[config.mk]
export PLATFORM = sky130hd
export DESIGN_NAME = fetch_stage
export DESIGN_NICKNAME = d
export VERILOG_FILES = /design/src/rtl/fetch_stage.sv
export SDC_FILE = /design/constraint.sdc
export NUM_CORES = 1
export LEC_CHECK = 0
export CORE_MARGIN = 2
export CORE_UTILIZATION = 53
export DETAILED_ROUTE_END_ITERATION = 8
export DONT_BUFFER_PORTS = 1
export PLACE_DENSITY = 0.74
export SYNTH_ARGS = -nofsm -noshare
export SYNTH_HDL_FRONTEND = slang
export SYNTH_SLANG_ARGS = --single-unit
[constraint.sdc]
create_clock -name clk -period 4.4 [get_ports clk]
set_clock_uncertainty 0.05 [all_clocks]
set_input_delay 0.88 -clock clk [delete_from_list [all_inputs] [get_ports clk]]
set_output_delay 0.88 -clock clk [all_outputs]
set_load 0.02 [all_outputs]
[src/rtl/fetch_stage.sv]
// IF stage: PC register, next-PC select, IF/ID pipeline register.
// Define FETCH_PERF_EN to build the fetch_count/bubble_count performance counters.
module fetch_stage #(
  parameter logic [31:0] PC_RESET   = 32'h0000_0000,
  parameter int          IMEM_WORDS = 64
) (
  input  logic        clk,
  input  logic        rst,
  input  logic        stall,
  input  logic        redirect,
  input  logic [31:0] redirect_pc,
  output logic [31:0] imem_addr,
  input  logic [31:0] imem_rdata,
  output logic [31:0] ifid_instru,
  output logic [31:0] ifid_pc,
  output logic        ifid_valid,
  output logic [31:0] fetch_count,
  output logic [31:0] bubble_count
);

  logic [31:0] pc_q, pc_d;
  logic [31:0] instru_q, instru_d;
  logic [31:0] ifid_pc_q, ifid_pc_d;
  logic        valid_q, valid_d;
  logic        in_range;
  logic        advance;
  logic [31:0] fetch_word;

  // Words past the end of instruction memory still count as fetched, but read as NOP.
  assign in_range   = ({2'b00, pc_q[31:2]} < 32'(IMEM_WORDS));
  assign fetch_word = in_range ? imem_rdata : 32'h0;
  assign advance    = !redirect && !stall;
  assign imem_addr  = pc_q;

  always_comb begin
    pc_d      = pc_q;
    instru_d  = instru_q;
    ifid_pc_d = ifid_pc_q;
    valid_d   = valid_q;
    if (redirect) begin
      pc_d      = redirect_pc & 32'hFFFF_FFFC;
      instru_d  = 32'h0;
      ifid_pc_d = 32'h0;
      valid_d   = 1'b0;
    end else if (!stall) begin
      pc_d      = pc_q + 32'd4;
      instru_d  = fetch_word;
      ifid_pc_d = pc_q;
      valid_d   = 1'b1;
    end
  end

  always_ff @(posedge clk) begin
    if (rst) begin
      pc_q      <= PC_RESET;
      instru_q  <= 32'h0;
      ifid_pc_q <= 32'h0;
      valid_q   <= 1'b0;
    end else begin
      pc_q      <= pc_d;
      instru_q  <= instru_d;
      ifid_pc_q <= ifid_pc_d;
      valid_q   <= valid_d;
    end
  end

  assign ifid_instru = instru_q;
  assign ifid_pc     = ifid_pc_q;
  assign ifid_valid  = valid_q;

`ifdef FETCH_PERF_EN
  logic [31:0] fetch_count_q, fetch_count_d;
  logic [31:0] bubble_count_q, bubble_count_d;

  always_comb begin
    fetch_count_d  = fetch_count_q + (advance ? 32'd1 : 32'd0);
    bubble_count_d = bubble_count_q + (redirect ? 32'd1 : 32'd0);
  end

  always_ff @(posedge clk) begin
    if (rst) begin
      fetch_count_q  <= 32'h0;
      bubble_count_q <= 32'h0;
    end else begin
      fetch_count_q  <= fetch_count_d;
      bubble_count_q <= bubble_count_d;
    end
  end

  assign fetch_count  = fetch_count_q;
  assign bubble_count = bubble_count_q;
`else
  logic unused_advance;
  assign unused_advance = advance;
  assign fetch_count    = 32'h0;
  assign bubble_count   = 32'h0;
`endif

endmodule

==> metrics.log <==
INFO  metric top_level_ports = 229
INFO  metric final_total_pwr = 1.69 mW
INFO  metric floorplan.die.height = 100 µm
INFO  metric postCtsSetupRepairBufs = 0
INFO  metric worst_setup_margin = between 1.5 and 2 ns
INFO  metric avgRoutedWirePerCell = between 15 and 20 µm
INFO  metric number_of_buffers_between_clock_root_and_the_deepest_sink = 2
INFO  metric route.vias.total = between 3,000 and 4,000
INFO  metric fp.dieArea = 10,100 µm²
INFO  metric synthesis.area = a little under 5000 µm²
INFO  metric synth_enable_flop_cells = 0
INFO  metric ys_dominant_reg_cell = sky130_fd_sc_hd__dfxtp_1
INFO  metric gr-total-overflow = 0
INFO  metric timing.critical_path.to_type = flip-flop
INFO  metric setup_repair_after_global_routing_missed_its_margin = no
INFO  metric row_count = 35
INFO  metric clk_pin_slew_worst_paths = 0.10 ns
INFO  metric first_pass_grt_wire_length = around 18 mm
INFO  metric async_reset_ff_share = 0%
INFO  metric fp.coreArea = 9110 µm²
INFO  metric setup.worst_path.class = reg2reg
INFO  metric post_cts_resize_count = 0
INFO  metric power.ir.vdd_worst = between 0.15 and 0.2 mV
INFO  metric clkLatencyLatePin = roughly 0.36 ns
INFO  metric place.detailed.hpwl = 7.96 mm
INFO  metric worst_ep_arrival = 3.07 ns
INFO  metric antenna_left = 0
INFO  metric end_of_flow_core_utilization = a little over half
INFO  metric max-slew-margin-rel = 15.5%
INFO  metric cts_inserted_buffers = 9
INFO  metric final_min_period = 2.83 ns
INFO  metric yosysSeqAreaShare = roughly 38%
INFO  metric number_of_global_route_vias_before_repair = 3,441
INFO  metric place.port_buffers = 0
INFO  metric synthToLayoutAreaGrowth = -2.37%
INFO  metric initial_utilization = 54.0%
INFO  metric number_of_instances_in_the_placed_design = 659
INFO  metric htree_levels = 3
INFO  metric worstSetupStartpointType = flip-flop
INFO  metric cts-hold-fix-buffers = 0
INFO  metric dr.first_iter.drc_count = 208
INFO  metric number_of_diodes = 0
INFO  metric drt_pass_1_iters = 5
INFO  metric final_cells = 675
INFO  metric grt_start_max_net_pins = 117
INFO  metric worstPathMaxFanout = 32
INFO  metric yosys-top-cells-count = 93 x sky130_fd_sc_hd__dfxtp_1, 69 x sky130_fd_sc_hd__buf_4, 55 x sky130_fd_sc_hd__nor2_1
INFO  metric tritoncts_num_sinks = just over 90
INFO  metric nets = approximately 630
INFO  metric gp_congestion = 0.822
INFO  metric grt.total_usage = between 20% and 30%
INFO  metric worst_slew_pin_slew = 1.26 ns
INFO  metric hold_path_class = reg2reg
INFO  metric synth_top_area_share = 37.9%
INFO  metric dp_worst_setup_slack = 1.45 ns
INFO  metric timing.max_cap.violations = 0
INFO  metric finalHoldViolCount = 0
INFO  metric root_buffer_selected_by_cts = sky130_fd_sc_hd__clkbuf_8
INFO  metric yosysWarningCount = 0
INFO  metric leakagePower = between 1.5 and 2 nW
INFO  metric drc = 0
INFO  metric tritoncts = done
INFO  metric setup_viol = 0
INFO  metric power.density = 352 nW/µm²
INFO  metric drive_above_1_share = under 10%
INFO  metric synth.most_common_cell = sky130_fd_sc_hd__dfxtp_1
INFO  metric detail_route.vias_per_cell = 5.81
INFO  metric yosys_register_bits = 93
INFO  metric maxSlewViolCount = 0
INFO  metric outcome = finished, final reports clean
INFO  metric drt_wl_total = ~12 mm
INFO  metric synthCells = 590
INFO  metric max_freq = 354 MHz
INFO  metric syn_area_per_cell = 8.34 µm²
INFO  metric period_share = 64.2%
INFO  metric critPathRequiredTime = 4.64 ns
INFO  metric grt_antenna_before_repair = 0
INFO  metric top_cell_type_by_total_area_after_synthesis = sky130_fd_sc_hd__dfxtp_1
INFO  metric setup_total_negative_slack = 0 ns
INFO  metric die_width = 100 µm
INFO  metric synth_top_cells_by_area = sky130_fd_sc_hd__dfxtp_1 38%, sky130_fd_sc_hd__buf_4 11%, sky130_fd_sc_hd__mux2i_1 6.1%
INFO  metric ys_types = 56
final timing paths:
check	end	cells after the start	slack [ns]	from
worst max-delay path	ifid_instru[8]	4	1.57	imem_addr[13]
worst min-delay path	ifid_valid	2	0.50	ifid_valid
worst max register to register	ifid_instru[8]	4	1.57	imem_addr[13]
worst min register to register	ifid_valid	2	0.50	ifid_valid
power by group:
part           switching (mW)  internal, mW  total, mW  leakage [nW]
clock                   0.322         0.266      0.588         0.100
combinational           0.110        0.0475      0.158          1.04
sequential             0.0795         0.867      0.946         0.758
total                   0.512          1.18       1.69          1.90
cells by family (layout without fill, tap and decap cells):
kind of cell    after synthesis  in the layout  share of synthesized area [%]
other cells                   1             68                         0.0762
flops                        93             93                           37.9
fa+ha+maj                     1              1                          0.254
simple gates                217            217                           24.2
buf+inv                     150             57                           17.7
mux                          30             30                           6.11
xor+xnor                      9              9                           1.60
compound gates               89             89                           12.2
routing by layer:
layer	vias up	GRT usage (%)	part of all wire, %
met3	20	6.62	9.2
met5	-	0	0
met1	1848	27.2	39
li1	1865	-	-
met4	0	10.3	2.9
met2	192	35.3	48
critical path, stage by stage (launching register included):
cell	delay [ns]
sky130_fd_sc_hd__dfxtp_1	0.49
sky130_fd_sc_hd__nor4_1	0.39
sky130_fd_sc_hd__nand4_1	0.86
sky130_fd_sc_hd__or4_1	0.78
sky130_fd_sc_hd__a21oi_1	0.17
stage by stage:
step / instance area (µm²) / hold WS [ns]
after CTS: 4800 / 0.503
after floorplan: 5170 / 0.472
after detailed placement: 4600 / 0.487
after global routing: 4800 / 0.507
after global placement: 4600 / 0.487
final: 4800 / 0.504
cell type report:
class	instances	area, µm²
Clock buffer	9	124
Fill cell	871	4310
Tap cell	111	139
Inverter	38	143
Multi-Input combinational cell	414	2440
Timing Repair Buffer	3	22.5
Clock inverter	7	73.8
Sequential cell	93	1860
flip-flops by register name, summed over array words and instances, names as in the netlist:
name / cells
ifid_pc: 30
ifid_valid: 1
ifid_instru: 32
imem_addr: 30
cell usage in the layout (no fill, tap or decap), types with 10 or more instances in the layout:
master / instances
sky130_fd_sc_hd__conb_1: 68
sky130_fd_sc_hd__nor2_1: 55
sky130_fd_sc_hd__inv_1: 38
sky130_fd_sc_hd__mux2i_1: 30
sky130_fd_sc_hd__or4_1: 40
sky130_fd_sc_hd__nor4_1: 10
sky130_fd_sc_hd__nand2_1: 52
sky130_fd_sc_hd__nand4_1: 14
sky130_fd_sc_hd__a21oi_1: 41
sky130_fd_sc_hd__dfxtp_1: 93
Note: power is estimated with default switching activity, not from simulation.
